## src/rtl/fetch_unit_pkg.sv

```systemverilog
// Shared widths, the canonical NOP encoding and the fetch-buffer entry layout
// for the instruction-fetch stage.
package fetch_unit_pkg;

  localparam int XLEN = 64;
  localparam int ILEN = 32;

  localparam logic [31:0] INSTR_NOP = 32'h0000_0013;

  typedef struct packed {
    logic [XLEN-1:0] pc;
    logic [ILEN-1:0] instr;
    logic            filled;
  } fetch_entry_t;

endpackage

```

## src/rtl/fetch_buffer.sv

```systemverilog
// DEPTH-entry circular queue pairing issued fetch PCs with in-order memory
// responses; entries are allocated at issue, filled on response, popped by decode.
module fetch_buffer
  import fetch_unit_pkg::*;
#(
  parameter  int DEPTH = 2,
  localparam int PW    = $clog2(DEPTH),
  localparam int CW    = $clog2(DEPTH + 1)
) (
  input  logic            clk_i,
  input  logic            rst_i,
  input  logic            flush_i,
  input  logic            alloc_i,
  input  logic [XLEN-1:0] alloc_pc_i,
  input  logic            fill_i,
  input  logic [ILEN-1:0] fill_instr_i,
  input  logic            pop_i,
  output logic            head_valid_o,
  output logic [XLEN-1:0] head_pc_o,
  output logic [ILEN-1:0] head_instr_o,
  output logic            full_o,
  output logic [CW-1:0]   unfilled_o
);

  fetch_entry_t   entries_q [DEPTH];
  fetch_entry_t   entries_d [DEPTH];
  logic [PW-1:0]  alloc_ptr_q, alloc_ptr_d;
  logic [PW-1:0]  fill_ptr_q, fill_ptr_d;
  logic [PW-1:0]  head_ptr_q, head_ptr_d;
  logic [CW-1:0]  count_q, count_d;
  logic [CW-1:0]  unfilled_q, unfilled_d;
  logic           fill_ok, pop_ok;

  assign head_valid_o = (count_q != '0) && entries_q[head_ptr_q].filled;
  assign head_pc_o    = entries_q[head_ptr_q].pc;
  assign head_instr_o = entries_q[head_ptr_q].instr;
  assign full_o       = (count_q == CW'(DEPTH));
  assign unfilled_o   = unfilled_q;

  // A response with nothing outstanding is a protocol error and is dropped here.
  assign fill_ok = fill_i && (unfilled_q != '0);
  assign pop_ok  = pop_i && head_valid_o;

  always_comb begin
    entries_d   = entries_q;
    alloc_ptr_d = alloc_ptr_q;
    fill_ptr_d  = fill_ptr_q;
    head_ptr_d  = head_ptr_q;
    count_d     = count_q;
    unfilled_d  = unfilled_q;
    if (flush_i) begin
      for (int i = 0; i < DEPTH; i++) entries_d[i].filled = 1'b0;
      alloc_ptr_d = '0;
      fill_ptr_d  = '0;
      head_ptr_d  = '0;
      count_d     = '0;
      unfilled_d  = '0;
    end else begin
      if (alloc_i) begin
        entries_d[alloc_ptr_q].pc     = alloc_pc_i;
        entries_d[alloc_ptr_q].filled = 1'b0;
        alloc_ptr_d = alloc_ptr_q + PW'(1);
      end
      if (fill_ok) begin
        entries_d[fill_ptr_q].instr  = fill_instr_i;
        entries_d[fill_ptr_q].filled = 1'b1;
        fill_ptr_d = fill_ptr_q + PW'(1);
      end
      if (pop_ok) head_ptr_d = head_ptr_q + PW'(1);
      count_d    = count_q + CW'(alloc_i) - CW'(pop_ok);
      unfilled_d = unfilled_q + CW'(alloc_i) - CW'(fill_ok);
    end
  end

  always_ff @(posedge clk_i or posedge rst_i) begin
    if (rst_i) begin
      for (int i = 0; i < DEPTH; i++) entries_q[i] <= '0;
      alloc_ptr_q <= '0;
      fill_ptr_q  <= '0;
      head_ptr_q  <= '0;
      count_q     <= '0;
      unfilled_q  <= '0;
    end else begin
      entries_q   <= entries_d;
      alloc_ptr_q <= alloc_ptr_d;
      fill_ptr_q  <= fill_ptr_d;
      head_ptr_q  <= head_ptr_d;
      count_q     <= count_d;
      unfilled_q  <= unfilled_d;
    end
  end

endmodule

```

## src/rtl/fetch_unit.sv

```systemverilog
// Instruction-fetch stage: issues imem requests at the current PC, drives the
// PC register, and discards responses belonging to redirected-away requests.
module fetch_unit #(
  parameter int XLEN  = fetch_unit_pkg::XLEN,
  parameter int DEPTH = 2,
  parameter int ILEN  = fetch_unit_pkg::ILEN
) (
  input  logic            clk_i,
  input  logic            rst_i,
  input  logic [XLEN-1:0] pc_i,
  output logic [XLEN-1:0] pc_next_o,
  output logic            pc_stall_o,
  input  logic            redirect_valid_i,
  input  logic [XLEN-1:0] redirect_pc_i,
  output logic            imem_req_valid_o,
  output logic [XLEN-1:0] imem_req_addr_o,
  input  logic            imem_req_ready_i,
  input  logic            imem_rsp_valid_i,
  input  logic [ILEN-1:0] imem_rsp_data_i,
  output logic            if_valid_o,
  output logic [XLEN-1:0] if_pc_o,
  output logic [ILEN-1:0] if_instr_o,
  input  logic            id_ready_i
);
  import fetch_unit_pkg::*;

  localparam int CW = $clog2(DEPTH + 1);
  localparam int DW = $clog2(DEPTH * 2) + 1;

  logic [DW-1:0] drop_cnt_q, drop_cnt_d;
  logic [DW:0]   drop_sum;
  logic [CW-1:0] unfilled;
  logic          buf_full, fire, fill, pop;

  assign imem_req_valid_o = !redirect_valid_i && !buf_full && !rst_i;
  assign imem_req_addr_o  = pc_i;
  assign fire = imem_req_valid_o && imem_req_ready_i;
  assign fill = imem_rsp_valid_i && (drop_cnt_q == '0) && !redirect_valid_i;
  assign pop  = if_valid_o && id_ready_i && !redirect_valid_i;

  always_comb begin
    pc_next_o  = pc_i;
    pc_stall_o = 1'b1;
    if (!rst_i) begin
      if (redirect_valid_i) begin
        pc_next_o  = redirect_pc_i;
        pc_stall_o = 1'b0;
      end else if (fire) begin
        pc_next_o  = pc_i + XLEN'(4);
        pc_stall_o = 1'b0;
      end
    end
  end

  // On redirect every outstanding request becomes garbage; a response landing in
  // that same cycle already retires one of them.
  assign drop_sum = {1'b0, drop_cnt_q} + (DW + 1)'(unfilled);

  always_comb begin
    drop_cnt_d = drop_cnt_q;
    if (redirect_valid_i) begin
      if (imem_rsp_valid_i && (drop_sum != '0)) drop_cnt_d = DW'(drop_sum - (DW + 1)'(1));
      else                                      drop_cnt_d = DW'(drop_sum);
    end else if (imem_rsp_valid_i && (drop_cnt_q != '0)) begin
      drop_cnt_d = drop_cnt_q - DW'(1);
    end
  end

  always_ff @(posedge clk_i or posedge rst_i) begin
    if (rst_i) drop_cnt_q <= '0;
    else       drop_cnt_q <= drop_cnt_d;
  end

  fetch_buffer #(.DEPTH(DEPTH)) u_buf (
    .clk_i        (clk_i),
    .rst_i        (rst_i),
    .flush_i      (redirect_valid_i),
    .alloc_i      (fire),
    .alloc_pc_i   (pc_i),
    .fill_i       (fill),
    .fill_instr_i (imem_rsp_data_i),
    .pop_i        (pop),
    .head_valid_o (if_valid_o),
    .head_pc_o    (if_pc_o),
    .head_instr_o (if_instr_o),
    .full_o       (buf_full),
    .unfilled_o   (unfilled)
  );

  rsp_has_owner: assert property (@(posedge clk_i) disable iff (rst_i)
    imem_rsp_valid_i |-> ((drop_cnt_q != '0) || (unfilled != '0)));

endmodule

```

## config.mk

```make
export PLATFORM = sky130hd
export DESIGN_NAME = fetch_unit
export DESIGN_NICKNAME = d
export VERILOG_FILES = /design/src/rtl/fetch_unit_pkg.sv /design/src/rtl/fetch_buffer.sv /design/src/rtl/fetch_unit.sv
export SDC_FILE = /design/constraint.sdc
export NUM_CORES = 1
export LEC_CHECK = 0
export CORE_UTILIZATION = 35
export DETAILED_ROUTE_END_ITERATION = 16
export GPL_ROUTABILITY_DRIVEN = 0
export PLACE_DENSITY = 0.7
export REMOVE_ABC_BUFFERS = 1
export SETUP_SLACK_MARGIN = 0.15
export SYNTH_ARGS = -nofsm -noshare
export SYNTH_HDL_FRONTEND = slang
export SYNTH_SLANG_ARGS = --single-unit
```

## constraint.sdc

```tcl
create_clock -name clk_i -period 19.2 [get_ports clk_i]
set_input_delay 4.8 -clock clk_i [delete_from_list [all_inputs] [get_ports clk_i]]
set_output_delay 4.8 -clock clk_i [all_outputs]
set_load 0.01 [all_outputs]
```

==> results.toml <==
[outcome]
outcome = "finished clean"

[timing]
finClkSkew_ns = 0.00566
finalWorstSetupSlack_ns = 6.19
drv_slew = 0
post-route-period-util_pct = 67.8
setup_viol = 0
final_hold_viol_count = 0
tns_ns = 0
fin_crit_ns = 13.01
relSlewSlack_pct = 26.6
rsz0062_at_grt = "false"
tightest_slew_ns = 1.10
whs_ns = 0.473
fmaxAchievable_mhz = 76.9

[final_layout]
fin_util_pct = 49.3
final_cell_mix = "clkdlybuf4s50_1 (390), mux2_2 (275), dfrtp_1 (203)"
area_delta_synth_final_pct = 38.2
layout_commonest_cell = "clkdlybuf4s50_1"
layout-drive-gt1-share_pct = 24.8
nNetsFinal = 1581

[detailed_routing]
vias = 10100
drc = 0
via_per_inst = 5.38
firstDrtPassIters = 6
initialDrtViolationCount = 698
postRouteAntennaNets = 0
drt-total-wl_um = 39600
wl_per_cell_um = 21.2

[logic_synthesis]
ys.flop_type = "dfrtp_1"
synth_top_area_share_pct = 42.6
synth_top_family_by_area = "multiplexers"
async_reset_ff_share_pct = 100
synth_simple_gate_area_share_pct = 13.0
synthAdderAreaFrac_pct = 1.21
synth-xor-area-share_pct = 0.731
syn_area_um2 = 12000
ys_seq_area_share_pct = 42.6
synth.largest_area_cell = "dfrtp_1"
synth_edf_count = 0
yosysUniqueCellTypes = 71
synthCells = 1114
synth_compound_area_share_pct = 9.07
synth_area_leaders = "dfrtp_1 (43%), mux2_2 (26%), buf_4 (4.0%), nor2_1 (2.2%), nand2_1 (1.9%)"
synth_mux_area_share_pct = 26.1
syn_avg_cell_area_um2 = 10.8
yosysWarnings = 0
synth-seq-cells = 204

[power]
finalPower_w = 0.00152
clkPwrFrac_pct = 29.4
power_density_nw_per_um2 = 91.9
intPower_w = 0.00109
p_sw_w = 0.000436
swShare_pct = 28.7
p_leak_nw = 6.90
seqPwrFrac_pct = 37.5
combPwrFrac_pct = 33.1
peakVddDrop_mv = 0.0772

[grt]
antenna_found_initial = 4
first_global_vias = 10200
overflow = 0
grt_max_degree = 108
grt_pass1_wl_um = 61600
grt_usage_pct = 22.4

[clock_network]
cts_max_path_buffers = 3
cts_setup_buffers = 0
cts_buffers = 24
clock-sinks = 204
path_clk_slew_ns = 0.06
cts_hold_buffers = 0
htree_levels = 1
cts_tree = "yes"
root_buffer = "clkbuf_16"
clk-insertion-delay-late_ns = 0.52
cts_resized = 0

[setup_path]
crit_arrival_ns = 8.21
required_ns = 14.40
cp-end-kind = "output pin"
path_max_fanout = 7
critPathLaunchType = "primary input"
crit_type = "primary input to output pin"

[hold_path]
hold_class = "flip-flop to flip-flop"

[job]
drv_cap = 0

[place]
post-dp-hpwl_um = 27600
port_buffers = 392
pre_cts_ws_ns = 6.06

[floorplanning]
die_y_um = 187
initial_core_util_pct = 35.6
num_io_pins = 393
die_w_um = 187
die_area_um2 = 35000
rows = 67
coreArea_um2 = 33600
-- worst max-delay path: stages --
cell and delay [ns]:
clkdlybuf4s50_1 0.70, nand3_1 0.40, nor2_1 0.20, nand4b_1 0.13
nor4_2 0.93, o21ai_0 0.19, a22oi_1 0.25, clkdlybuf4s50_1 0.61
-- power groups by stage --
stage | Clock [W] | Sequential, W | Combinational, W
2_1_floorplan | 0 | 0.000563 | 0.000241
3_3_place_gp | 0 | 0.000571 | 0.000499
3_5_place_dp | 0 | 0.000578 | 0.000503
4_1_cts | 0.000460 | 0.000571 | 0.000509
5_1_grt | 0.000476 | 0.000583 | 0.000543
6_report | 0.000447 | 0.000571 | 0.000504
-- layout make-up --
type / instances / area, um2
antenna: 2 / 5.00
timing repair buffer: 402 / 3990
tap: 448 / 561
fill: 3080 / 17100
sequential: 204 / 5110
clock inverter: 10 / 95.1
multi-input combinational: 752 / 6040
clock buffer: 31 / 677
inverter: 20 / 82.6
-- layer usage --
layer  global-route usage, %  vias up  part of all wire [%]
li1                        -     4596                     -
met1                    28.4     4996                    41
met2                    37.8      413                    48
met3                    5.98       48                   8.3
met4                    5.01        4                   2.1
met5                       0        -                 0.063
-- Yosys cell counts, drive strengths merged, types with 3 or more instances --
cell / instances
dfrtp: 204
o21ai: 29
nand2b: 6
nand3: 36
or3: 9
nand4: 25
xor2: 3
o22a: 6
or2: 3
and3: 18
a22oi: 11
and2: 5
o221ai: 3
nor2b: 5
o2bb2a: 3
o21a: 3
a31oi: 5
nor3: 24
xnor2: 7
and4: 7
a311oi: 6
mux2i: 3
a21oi: 28
nor3b: 7
o211ai: 3
nor2: 69
nor4: 10
clkbuf: 44
inv: 19
buf: 94
nand2: 61
o22ai: 21
a211oi: 18
ha: 10
a2bb2oi: 8
mux2: 275
-- through the flow --
step	area, um2	cells
2_1_floorplan	11200	976
3_3_place_gp	15800	1826
3_5_place_dp	15800	1826
4_1_cts	16600	1867
5_1_grt	16600	1867
6_report	16600	1869
-- flip-flops by register name, indices dropped and copies added, names as in the netlist --
| signal | flops |
|---|---|
| drop_cnt_q | 3 |
| u_buf.alloc_ptr_q | 1 |
| u_buf.count_q | 2 |
| u_buf.entries_q | 194 |
| u_buf.fill_ptr_q | 1 |
| u_buf.head_ptr_q | 1 |
| u_buf.unfilled_o | 2 |
-- worst paths after layout --
path	endpoint	startpoint	slack [ns]	cells after the start
setup / recovery	pc_next_o[47]	pc_i[26]	6.19	8
hold / removal	u_buf.entries_q[59]$_DFFE_PP0P_	u_buf.entries_q[59]$_DFFE_PP0P_	0.47	2
setup reg to reg	u_buf.count_q[1]$_DFF_PP0_	u_buf.head_ptr_q$_DFFE_PP0P_	15.96	11
hold reg to reg	u_buf.entries_q[59]$_DFFE_PP0P_	u_buf.entries_q[59]$_DFFE_PP0P_	0.47	2
max in group asynchronous	u_buf.entries_q[76]$_DFFE_PP0P_	rst_i	12.97	4
min in group asynchronous	u_buf.entries_q[59]$_DFFE_PP0P_	rst_i	4.79	3
-- kinds of logic after synthesis --
family,Yosys count
compound gates,159
xor+xnor,10
fa+ha+maj,11
buf+inv,158
flops,204
mux,278
simple gates,294
No activity file was read; power rests on OpenSTA's default activity.
